--- src/rtl/dmem_pkg.sv ---
// rtl/dmem_pkg.sv - shared constants and types for the doubleword data-memory arbiter
package dmem_pkg;

    localparam int ADDR_W = 13;
    localparam int DATA_W = 64;
    localparam int NBYTES = DATA_W / 8;

    typedef enum logic [1:0] {IDLE, XFER, DRAIN, DONE} state_t;

    typedef enum logic {PORT_C, PORT_L} port_t;

endpackage

--- src/rtl/dmem_if.sv ---
// rtl/dmem_if.sv - requester ports, byte-memory port and status of the data-memory arbiter
interface dmem_if;
    import dmem_pkg::*;

    logic              c_req;
    logic              c_we;
    logic [ADDR_W-1:0] c_addr;
    logic [DATA_W-1:0] c_wdata;
    logic              c_ready;
    logic [DATA_W-1:0] c_rdata;

    logic              l_req;
    logic              l_we;
    logic [ADDR_W-1:0] l_addr;
    logic [DATA_W-1:0] l_wdata;
    logic              l_ready;
    logic [DATA_W-1:0] l_rdata;

    logic              mem_en;
    logic              mem_we;
    logic [ADDR_W-1:0] mem_addr;
    logic [7:0]        mem_wdata;
    logic [7:0]        mem_rdata;

    logic              busy;
    logic              err;

    modport slave (
        input  c_req, c_we, c_addr, c_wdata,
        input  l_req, l_we, l_addr, l_wdata,
        input  mem_rdata,
        output c_ready, c_rdata, l_ready, l_rdata,
        output mem_en, mem_we, mem_addr, mem_wdata,
        output busy, err
    );

    modport master (
        output c_req, c_we, c_addr, c_wdata,
        output l_req, l_we, l_addr, l_wdata,
        output mem_rdata,
        input  c_ready, c_rdata, l_ready, l_rdata,
        input  mem_en, mem_we, mem_addr, mem_wdata,
        input  busy, err
    );

endinterface

--- src/rtl/dmem_rr_arb.sv ---
// rtl/dmem_rr_arb.sv - two-way round-robin grant between the CPU and loader ports
module dmem_rr_arb
    import dmem_pkg::*;
(
    input  logic  c_req_i,
    input  logic  l_req_i,
    input  port_t last_grant_i,
    output logic  gnt_valid_o,
    output port_t gnt_id_o
);

    assign gnt_valid_o = c_req_i | l_req_i;

    always_comb begin
        gnt_id_o = PORT_C;
        if (c_req_i && l_req_i) begin
            gnt_id_o = (last_grant_i == PORT_C) ? PORT_L : PORT_C;
        end else if (l_req_i) begin
            gnt_id_o = PORT_L;
        end
    end

endmodule

--- src/rtl/dmem_arbiter.sv ---
// rtl/dmem_arbiter.sv - shares a byte-wide data memory between two doubleword requesters
// DMEM_ALIGN_CHECK_EN: reject addresses not doubleword aligned with an err pulse instead of accessing memory.
module dmem_arbiter
    import dmem_pkg::*;
(
    input  logic  clk,
    input  logic  reset,
    dmem_if.slave bus
);

    state_t            state_q;
    port_t             port_q;
    port_t             last_grant_q;
    logic              we_q;
    logic [2:0]        cnt_q;
    logic [DATA_W-1:0] wdata_q;
    logic [DATA_W-1:0] shadow_q;
    logic [DATA_W-1:0] c_rdata_q;
    logic [DATA_W-1:0] l_rdata_q;
    logic              c_ready_q;
    logic              l_ready_q;
    logic              mem_en_q;
    logic              mem_we_q;
    logic [ADDR_W-1:0] mem_addr_q;
    logic [7:0]        mem_wdata_q;
    logic              err_q;
    logic              err_pend_q;

    logic              gnt_valid;
    port_t             gnt_id;
    logic              sel_we;
    logic [ADDR_W-1:0] sel_addr;
    logic [DATA_W-1:0] sel_wdata;
    logic              misaligned;

    dmem_rr_arb u_arb (
        .c_req_i      (bus.c_req),
        .l_req_i      (bus.l_req),
        .last_grant_i (last_grant_q),
        .gnt_valid_o  (gnt_valid),
        .gnt_id_o     (gnt_id)
    );

    always_comb begin
        sel_we    = bus.c_we;
        sel_addr  = bus.c_addr;
        sel_wdata = bus.c_wdata;
        if (gnt_id == PORT_L) begin
            sel_we    = bus.l_we;
            sel_addr  = bus.l_addr;
            sel_wdata = bus.l_wdata;
        end
    end

`ifdef DMEM_ALIGN_CHECK_EN
    assign misaligned = (sel_addr[2:0] != 3'd0);
`else
    assign misaligned = 1'b0;
`endif

    // Store data leaves through a right-shifting register; load bytes enter the shadow from the top.
    always_ff @(posedge clk) begin
        if (reset) begin
            state_q      <= IDLE;
            port_q       <= PORT_C;
            last_grant_q <= PORT_L;
            we_q         <= 1'b0;
            cnt_q        <= '0;
            wdata_q      <= '0;
            shadow_q     <= '0;
            c_rdata_q    <= '0;
            l_rdata_q    <= '0;
            c_ready_q    <= 1'b0;
            l_ready_q    <= 1'b0;
            mem_en_q     <= 1'b0;
            mem_we_q     <= 1'b0;
            mem_addr_q   <= '0;
            mem_wdata_q  <= '0;
            err_q        <= 1'b0;
            err_pend_q   <= 1'b0;
        end else begin
            c_ready_q <= 1'b0;
            l_ready_q <= 1'b0;
            err_q     <= 1'b0;
            case (state_q)
                IDLE: begin
                    if (gnt_valid) begin
                        port_q       <= gnt_id;
                        last_grant_q <= gnt_id;
                        we_q         <= sel_we;
                        cnt_q        <= '0;
                        err_pend_q   <= misaligned;
                        if (misaligned) begin
                            state_q <= DONE;
                        end else begin
                            state_q     <= XFER;
                            mem_en_q    <= 1'b1;
                            mem_we_q    <= sel_we;
                            mem_addr_q  <= sel_addr;
                            mem_wdata_q <= sel_wdata[7:0];
                            wdata_q     <= sel_wdata >> 8;
                        end
                    end
                end
                XFER: begin
                    if (!we_q && cnt_q != 3'd0) begin
                        shadow_q <= {bus.mem_rdata, shadow_q[DATA_W-1:8]};
                    end
                    if (cnt_q == 3'(NBYTES - 1)) begin
                        mem_en_q <= 1'b0;
                        mem_we_q <= 1'b0;
                        state_q  <= we_q ? DONE : DRAIN;
                    end else begin
                        cnt_q       <= cnt_q + 3'd1;
                        mem_addr_q  <= mem_addr_q + ADDR_W'(1);
                        mem_wdata_q <= wdata_q[7:0];
                        wdata_q     <= wdata_q >> 8;
                    end
                end
                DRAIN: begin
                    shadow_q <= {bus.mem_rdata, shadow_q[DATA_W-1:8]};
                    state_q  <= DONE;
                end
                DONE: begin
                    state_q <= IDLE;
                    err_q   <= err_pend_q;
                    if (port_q == PORT_C) begin
                        c_ready_q <= 1'b1;
                        if (!we_q && !err_pend_q) c_rdata_q <= shadow_q;
                    end else begin
                        l_ready_q <= 1'b1;
                        if (!we_q && !err_pend_q) l_rdata_q <= shadow_q;
                    end
                end
                default: state_q <= IDLE;
            endcase
        end
    end

    assign bus.c_ready   = c_ready_q;
    assign bus.l_ready   = l_ready_q;
    assign bus.c_rdata   = c_rdata_q;
    assign bus.l_rdata   = l_rdata_q;
    assign bus.mem_en    = mem_en_q;
    assign bus.mem_we    = mem_we_q;
    assign bus.mem_addr  = mem_addr_q;
    assign bus.mem_wdata = mem_wdata_q;
    assign bus.busy      = (state_q != IDLE);
    assign bus.err       = err_q;

endmodule

--- src/flat_wrapper.sv ---
// flat-port wrapper written by rule: the top's interface ports become plain ports
module dmem_arbiter_flat import dmem_pkg::*;
  (clk, reset, bus_c_req, bus_c_we, bus_c_addr, bus_c_wdata, bus_l_req, bus_l_we, bus_l_addr, bus_l_wdata, bus_mem_rdata, bus_c_ready, bus_c_rdata, bus_l_ready, bus_l_rdata, bus_mem_en, bus_mem_we, bus_mem_addr, bus_mem_wdata, bus_busy, bus_err);
  dmem_if bus_i ();
  input  logic clk;
  input  logic reset;
  input wire logic [$bits(bus_i.c_req)-1:0] bus_c_req;
  input wire logic [$bits(bus_i.c_we)-1:0] bus_c_we;
  input wire logic [$bits(bus_i.c_addr)-1:0] bus_c_addr;
  input wire logic [$bits(bus_i.c_wdata)-1:0] bus_c_wdata;
  input wire logic [$bits(bus_i.l_req)-1:0] bus_l_req;
  input wire logic [$bits(bus_i.l_we)-1:0] bus_l_we;
  input wire logic [$bits(bus_i.l_addr)-1:0] bus_l_addr;
  input wire logic [$bits(bus_i.l_wdata)-1:0] bus_l_wdata;
  input wire logic [$bits(bus_i.mem_rdata)-1:0] bus_mem_rdata;
  output wire logic [$bits(bus_i.c_ready)-1:0] bus_c_ready;
  output wire logic [$bits(bus_i.c_rdata)-1:0] bus_c_rdata;
  output wire logic [$bits(bus_i.l_ready)-1:0] bus_l_ready;
  output wire logic [$bits(bus_i.l_rdata)-1:0] bus_l_rdata;
  output wire logic [$bits(bus_i.mem_en)-1:0] bus_mem_en;
  output wire logic [$bits(bus_i.mem_we)-1:0] bus_mem_we;
  output wire logic [$bits(bus_i.mem_addr)-1:0] bus_mem_addr;
  output wire logic [$bits(bus_i.mem_wdata)-1:0] bus_mem_wdata;
  output wire logic [$bits(bus_i.busy)-1:0] bus_busy;
  output wire logic [$bits(bus_i.err)-1:0] bus_err;
  assign bus_i.c_req = bus_c_req;
  assign bus_i.c_we = bus_c_we;
  assign bus_i.c_addr = bus_c_addr;
  assign bus_i.c_wdata = bus_c_wdata;
  assign bus_i.l_req = bus_l_req;
  assign bus_i.l_we = bus_l_we;
  assign bus_i.l_addr = bus_l_addr;
  assign bus_i.l_wdata = bus_l_wdata;
  assign bus_i.mem_rdata = bus_mem_rdata;
  assign bus_c_ready = bus_i.c_ready;
  assign bus_c_rdata = bus_i.c_rdata;
  assign bus_l_ready = bus_i.l_ready;
  assign bus_l_rdata = bus_i.l_rdata;
  assign bus_mem_en = bus_i.mem_en;
  assign bus_mem_we = bus_i.mem_we;
  assign bus_mem_addr = bus_i.mem_addr;
  assign bus_mem_wdata = bus_i.mem_wdata;
  assign bus_busy = bus_i.busy;
  assign bus_err = bus_i.err;
  dmem_arbiter u_core (.clk(clk), .reset(reset), .bus(bus_i));
endmodule
--- config.mk ---
export PLATFORM = sky130hd
export DESIGN_NAME = dmem_arbiter_flat
export DESIGN_NICKNAME = d
export VERILOG_FILES = /design/src/rtl/dmem_pkg.sv /design/src/rtl/dmem_if.sv /design/src/rtl/dmem_rr_arb.sv /design/src/rtl/dmem_arbiter.sv /design/src/flat_wrapper.sv
export SDC_FILE = /design/constraint.sdc
export NUM_CORES = 1
export LEC_CHECK = 0
export ABC_AREA = 1
export CAP_MARGIN = 0
export CORE_MARGIN = 1
export CORE_UTILIZATION = 44
export CTS_CLUSTER_SIZE = 24
export DETAILED_ROUTE_END_ITERATION = 10
export PLACE_DENSITY = 0.75
export SKIP_LAST_GASP = 1
export SLEW_MARGIN = 10
export SYNTH_ARGS = -nofsm -noshare
export SYNTH_HDL_FRONTEND = slang
export SYNTH_HIERARCHICAL = 1
export SYNTH_SLANG_ARGS = --single-unit
--- constraint.sdc ---
create_clock -name clk -period 1.6 [get_ports clk]
set_clock_uncertainty 0.2 [all_clocks]
set_input_delay 0.24 -clock clk [delete_from_list [all_inputs] [get_ports clk]]
set_output_delay 0.24 -clock clk [all_outputs]
set_load 0.005 [all_outputs]
* Word level (Yosys, flattened, before mapping)
Index checks and enable logic that the tools add are counted.
** Storage, ports and cells
- Flip-flop bits (word level) :: 289
- Latch bits :: 0
- Memory bits (writable) :: 0
- ROM bits :: 0
- Bits of input ports :: 168
- Output and inout port bits :: 155
- Logic and storage cells :: 75
- Memories kept :: 0
** Operators by class
- Add/sub/neg operators :: 2
- Multiply operators :: 0
- Div/mod/pow operators :: 0
- Order comparisons :: 0
- Eq/ne operators :: 8
- Shift-type cells :: 0
- Mux-type cells :: 31
- Bitwise operators :: 3
- Reductions and logical operators :: 16
** Operators by type and width (number)
- $mux W64 :: 4
- $pmux W64 S2 :: 2
- $mux W13 :: 3
- $pmux W13 S2 :: 1
- $mux W8 :: 2
- $pmux W8 S2 :: 1
- $add A13 B1 Y13 const B :: 1
- $reduce_and A3 Y1 :: 4
- $mux W1 :: 10
- $pmux W2 S4 :: 1
- $mux W3 :: 2
- $ne A2 B1 Y1 const B :: 3
- $pmux W3 S2 :: 1
- $reduce_and A2 Y1 :: 3
- $reduce_bool A2 Y1 :: 3
- $eq A2 B2 Y1 const B :: 2
- $mux W2 :: 2
- $pmux W1 S2 :: 2
- $add A3 B1 Y3 const B :: 1
- $eq A3 B3 Y1 const B :: 1
- $reduce_bool A3 Y1 :: 1
- $eq A2 B1 Y1 const B :: 1
- $logic_and A1 B1 Y1 :: 2
- $logic_not A2 Y1 :: 1
- 5 further kinds :: 6

* Depth between registers and ports, before layout
- Depth after elaboration :: 5
- Gate-level depth with buffers :: 10

* Modules after synthesis
The synthesis kept the hierarchy.
** By module, submodules not included
- dmem_arbiter :: instances 1, cells an instance 1578, area each 11674.9 um^2, sequential area each 5625.4 um^2
- dmem_rr_arb :: instances 1, cells an instance 3, area each 15.0 um^2, sequential area each 0.0 um^2

* Worst setup path before layout
No wires, ideal clock.
- Kind :: register to register
- From :: register u_core.state_q[1]
- To :: register u_core.wdata_q[38]
- Library setup time :: 0.132 ns
- Data arrival time :: 1.426 ns
- Setup slack :: -0.158 ns
- Cell stages (with the launch flop) :: 10
- Path buffers :: 1
- Period minus slack after synthesis :: 1.758 ns
- Path through :: dfxtp_1 -> inv_1 -> ha_1 -> inv_2 -> or2_4 -> nand2_4 -> inv_8 -> buf_6 -> o211ai_1 -> a21oi_1
** On the way
- Cells in the longest elaborated chain, start to end :: 3
- Elaborated cells between the ends (all ways) :: 7
- Those cells by class :: eq/ne (3); mux (1); reduce/logical (3)
** Ends and longest elaborated chain
- from (decl) :: RTL line dmem_arbiter.sv:11 : state_t state_q;
- from (signal assigned) :: RTL line dmem_arbiter.sv:112 : state_q <= we_q ? DONE : DRAIN;
- $eq A2 B1 Y1 / $logic_not A2 Y1 (equally long branches) :: RTL line dmem_arbiter.sv:85 : case (state_q)
- $ne A2 B2 Y1 (no line) (tied with other cells)
- $reduce_and A3 Y1 (no line)
- to (signal assigned) :: RTL line dmem_arbiter.sv:101 : wdata_q <= sel_wdata >> 8;
- to (signal assigned) :: RTL line dmem_arbiter.sv:117 : wdata_q <= wdata_q >> 8;
- to (decl) :: RTL line dmem_arbiter.sv:16 : logic [DATA_W-1:0] wdata_q;
Several ways; a longest one is shown, not always the timed one.
A chain may end at the register's enable or synchronous reset.

* Worst setup path in the final report
- From :: register u_core.state_q[1]
- To :: register u_core.shadow_q[23]
** On the way
- Cells in the longest elaborated chain, start to end :: 3
- Elaborated cells between the ends (all ways) :: 6
- Those cells by class :: eq/ne (3); mux (1); reduce/logical (2)
** Ends and longest elaborated chain
- $eq A2 B1 Y1 / $eq A2 B2 Y1 (equally long branches) :: RTL line dmem_arbiter.sv:85
- $ne A2 B1 Y1 (no line) / $reduce_bool A2 Y1 (equally long branches)
- $reduce_and A2 Y1 (no line)
- to (signal assigned) :: RTL line dmem_arbiter.sv:107 : shadow_q <= {bus.mem_rdata, shadow_q[DATA_W-1:8]};
- to (signal assigned) :: RTL line dmem_arbiter.sv:121 : shadow_q <= {bus.mem_rdata, shadow_q[DATA_W-1:8]};
- to (decl) :: RTL line dmem_arbiter.sv:17 : logic [DATA_W-1:0] shadow_q;
Several ways; a longest one is shown, not always the timed one.

==> results <==
- After detailed routing, the total wire length is 40110 um.
- The share of the core filled with cells is 68.59%.
- The clock slew at the register clock pins of the worst setup and hold paths is 0.06 ns.
- The total cell area at the placement stage is 15610 um2.
- The ratio of total power to cell area is 1808 nW/um2.
- The post-synth net total is 1758.
- In the post-synthesis netlist, the cell with the most instances is sky130_fd_sc_hd__nor2_1.
- The die extent in y is 165.0 um.
- At the worst endpoint, the required time is 1.87 ns.
- Along the worst hold path, the cell count comes to 3.
- The nature of the critical path startpoint is a flip-flop.
- The number of buffers inserted during clock tree synthesis is 28.
- Setup repair after global routing could not meet its margin everywhere.
- The start point of the worst min-delay path is bus_mem_rdata[6].
- The average routed wire per standard cell is 17.45 um.
- The endpoint identified for the worst register-to-register timing path is u_core/shadow_q[23]$_SDFFE_PP0P_.
- In this run, synthesis inferred 0 flip-flops with an integrated enable.
- The worst hold slack after final layout is 0.08061 ns.
- Setup violations remaining at the end of the flow were counted as 198.
- The share of synthesized cell area in and, or, nand and nor gates is 21.35%.
- The analysis attributes to cell leakage a power of 7.751 nW.
- After synthesis, the share of cell area in mux cells is 0%.
- The multi-input combinational cell area is 5454 um2.
- The worst setup slack after placement is -0.5334 ns.
- The maximum vdd drop is 1.106 mV.
- Summed over all nets, the half-perimeter wirelength after detailed placement is 24040 um.
- The busiest metal layer after global routing is met2.
- Counting every instance in the synthesized netlist gives 1581.
- Compared with the post-synthesis result, the final layout area differs by 52.91%.
- The final worst setup slack is -0.3532 ns.
- The hold-critical path endpoint is u_core/shadow_q[62]$_SDFFE_PP0P_.
- Counting flops and latches in the post-synthesis netlist gives 281.
- Tracing the worst setup path back leads to its startpoint at u_core/state_q[1]$_SDFFE_PP0P_.
- The detailed router's first-iteration violation count is 1158.
- Once layout is done, the placed cells without fillers occupy 17870 um2.
- Sorting the synthesized cells by area gives the leading types as sky130_fd_sc_hd__dfxtp_1 (48%), sky130_fd_sc_hd__nor2_1 (10%), sky130_fd_sc_hd__o21ai_0 (9.3%), sky130_fd_sc_hd__nand2_1 (7.3%), sky130_fd_sc_hd__a21oi_1 (6.4%).
- The global routing met1 resource utilization is 34.26%.
- The share of synthesized area in the top cell type comes to 48.12%.
- The average cell area after synthesis is 7.394 um2.
- The later-pin clock latency in the skew report is 0.54 ns.
- The first global-routing pass estimated 58670 um of wire.
- TritonCTS built the clock tree.
- The aggregate negative setup slack is -39.45 ns.
- The number of maximum-capacitance violations is 0.
- The final antenna-violating net count is 0.
- The critical-path maximum fanout is 23.
- Counting along the longest clock path gives a buffer depth of 3.
- The register-to-register setup slack is -0.35 ns.
- The routed layout has 12.44k vias.
- The number of I/O pins is 323.
- The number of antenna violations at the first check in global routing was 0.
- For this configuration, the core starts out at a cell density of 44.86%.
- The beginning of the worst register-to-register path is u_core/state_q[1]$_SDFFE_PP0P_.
- sky130_fd_sc_hd__dfxtp_1 takes more of the synthesized area than any other cell.
- The synthesized netlist devotes 20.72% of its cell area to compound gates.
- Counting flops with an async set or reset pin after synthesis yields a share of 0%.
- Before antenna repair, the detailed router went through 6 iterations.
- The mapped cell area is 11690 um2.
- In the final layout, flip-flops and latches occupy 5709 um2.
- The final worst-path cycle share is 122.1%.
- Fill cells in the final layout number 2046.
- The number of H-tree branching levels is 1.
- The number of global-route vias before repair was 11.50k.
- Clock tree synthesis selected as its root buffer the cell sky130_fd_sc_hd__clkbuf_16.
- The synthesis warning total is 6.
- The peak clock frequency supported by timing is 0.5120 GHz.
- Using the TritonRoute via totals, the vias-per-cell ratio works out to 5.410.
- The overall die area is 27220 um2.
- The classification of the worst-slack hold path is in -> reg.
- The total global routing track utilization is 26.99%.
- Of the total synthesized cell area, the portion taken by XOR and XNOR cells is 0.07492%.
- After layout, the minimum clock period comes to 1.953 ns.
- In the final design database the tool counted 2122 nets.
- The count of different cell masters after synthesis is 31.
- The number of remaining DRC errors is 0.
- In the synthesized netlist, the cells that appear most often are sky130_fd_sc_hd__nor2_1 (316), sky130_fd_sc_hd__dfxtp_1 (281), sky130_fd_sc_hd__nand2_1 (228).
- The worst setup path is captured at a flip-flop.
- The checks that failed: negative setup slack.
- The combinational family with the most area after synthesis is simple AND/OR/NAND/NOR gates.
- Data arrives at the worst endpoint at 2.22 ns.
- The die outline width is 165.0 um.
- For met3 alone, demand over resource in global routing was 4.169%.
- The routing usage on met2 is 45.85%.
- After global routing the overflow that remains totals 0.
- The max-slew violation total from the final report is 0.
- The run finished, with violations left.
- The pin count of the biggest net entering global routing is 74.
- Of the cells placed in the final design, the portion with a size suffix greater than 1 is 17.58%.
- The worst register-to-register path has a depth of 9.
- The most used flip-flop cell after synthesis is sky130_fd_sc_hd__dfxtp_1.
- The worst setup path is of the reg -> reg kind.
- The weighted congestion at the end of routability-driven global placement is 0.8376.
- The sequential cell area fraction in the yosys report is 48.12%.
- The clock net in this run drives a total of 281 sinks.
- The final number of hold-violating endpoints came to 0.
- Input and output buffers added on the ports amount to 321.
- The floorplan row count is 59.
- The share of synthesized cell area in full adder, half adder and majority cells is 0.9633%.
- After floorplanning, the core was sized to cover 26060 um2.
-- worst max-delay path, cell delays in order, from the launching register on --
cell and delay, ns:
sky130_fd_sc_hd__dfxtp_2 0.35, sky130_fd_sc_hd__inv_4 0.05, sky130_fd_sc_hd__buf_12 0.12, sky130_fd_sc_hd__ha_4 0.19
sky130_fd_sc_hd__buf_12 0.15, sky130_fd_sc_hd__o21ai_4 0.23, sky130_fd_sc_hd__buf_4 0.18, sky130_fd_sc_hd__buf_12 0.15
sky130_fd_sc_hd__o21ai_0 0.10, sky130_fd_sc_hd__nor2_1 0.15
-- layout by cell type (no fill, tap or decap), drive strengths merged --
cell type,count
a21o,2
a21oi,149
a31oi,3
buf,111
bufbuf,3
bufinv,2
clkbuf,46
clkdlybuf4s15,35
clkdlybuf4s50,166
clkinv,15
conb,1
dfxtp,281
diode,1
dlygate4sd2,117
dlygate4sd3,1
ha,9
inv,98
nand2,230
nand3,81
nand4,2
nor2,316
nor3,2
o211ai,57
o21ai,232
o22ai,1
or2,2
xor2,1
-- area by class of cell --
cell class              count  area share, %
inverters                  92          2.296
clock inverters            11         0.6510
repair buffers            442          26.84
clock buffers              37          4.277
diodes                      1        0.01400
well taps                 335          2.345
multi-input cells        1088          30.51
repair inverters           12          1.127
flip-flops and latches    281          31.94
-- sequential cells by signal (all words and copies together), names as in the netlist, 2 cells and up --
signal                count
u_core/bus.mem_addr      13
u_core/bus.mem_wdata      8
u_core/state_q            2
u_core/wdata_q           56
u_core/bus.l_rdata       64
u_core/shadow_q          64
u_core/cnt_q              3
u_core/bus.c_rdata       64
-- through the flow --
stage          instances  total power [mW]
2_1_floorplan       1581             17.15
3_3_place_gp        2195             20.94
3_5_place_dp        2195             21.19
4_1_cts             2277             29.97
5_1_grt             2298             34.01
6_report            2299             32.32
-- cell families (layout without fill, tap and decap cells) --
family | Yosys count | count (layout)
xor gates and xnor gates | 1 | 1
other | 1 | 2
adders and majority gates | 9 | 9
AOI/OAI and AO/OA | 444 | 444
buffers and inverters | 213 | 594
DFF | 281 | 281
and+or+nand+nor | 632 | 633
-- worst max-delay path by stage --
stage / endpoint / slack, ns / depth (start not counted)
finish: u_core/shadow_q[23]$_SDFFE_PP0P_ / -0.35 / 9
global route: u_core/shadow_q[23]$_SDFFE_PP0P_ / -0.43 / 9
CTS: u_core/wdata_q[8]$_SDFFE_PP0P_ / -0.27 / 10
detailed placement: u_core/wdata_q[33]$_SDFFE_PP0P_ / -0.53 / 7
global placement: u_core/wdata_q[38]$_SDFFE_PP0P_ / -0.48 / 7
floorplan: u_core/wdata_q[38]$_SDFFE_PP0P_ / -0.04 / 9
-- repair_timing --
item | CTS | global route
endpoints found under the setup margin | 389 | 307
gates cloned | 16 | 16
pin swaps | 14 | 19
setup buffers | 17 | 5
hold buffers | 1 | 0
gates resized for setup | 353 | 104
hold endpoints to repair | 21 | 0
-- report_power, final --
part	total (mW)	internal [mW]	leakage [nW]	switching, mW
Combinational	15.0	6.96	4.99	8.06
Clock	6.37	3.66	0.440	2.71
Sequential	10.9	9.09	2.32	1.83
-- per-layer routing --
| layer | routed length, um | vias up |
|---|---|---|
| li1 | - | 5943 |
| met1 | 15910 | 5747 |
| met2 | 19470 | 617 |
| met3 | 2998 | 130 |
| met4 | 1740 | 0 |
| met5 | 0 | - |
Note: power is estimated with default switching activity, not from simulation.
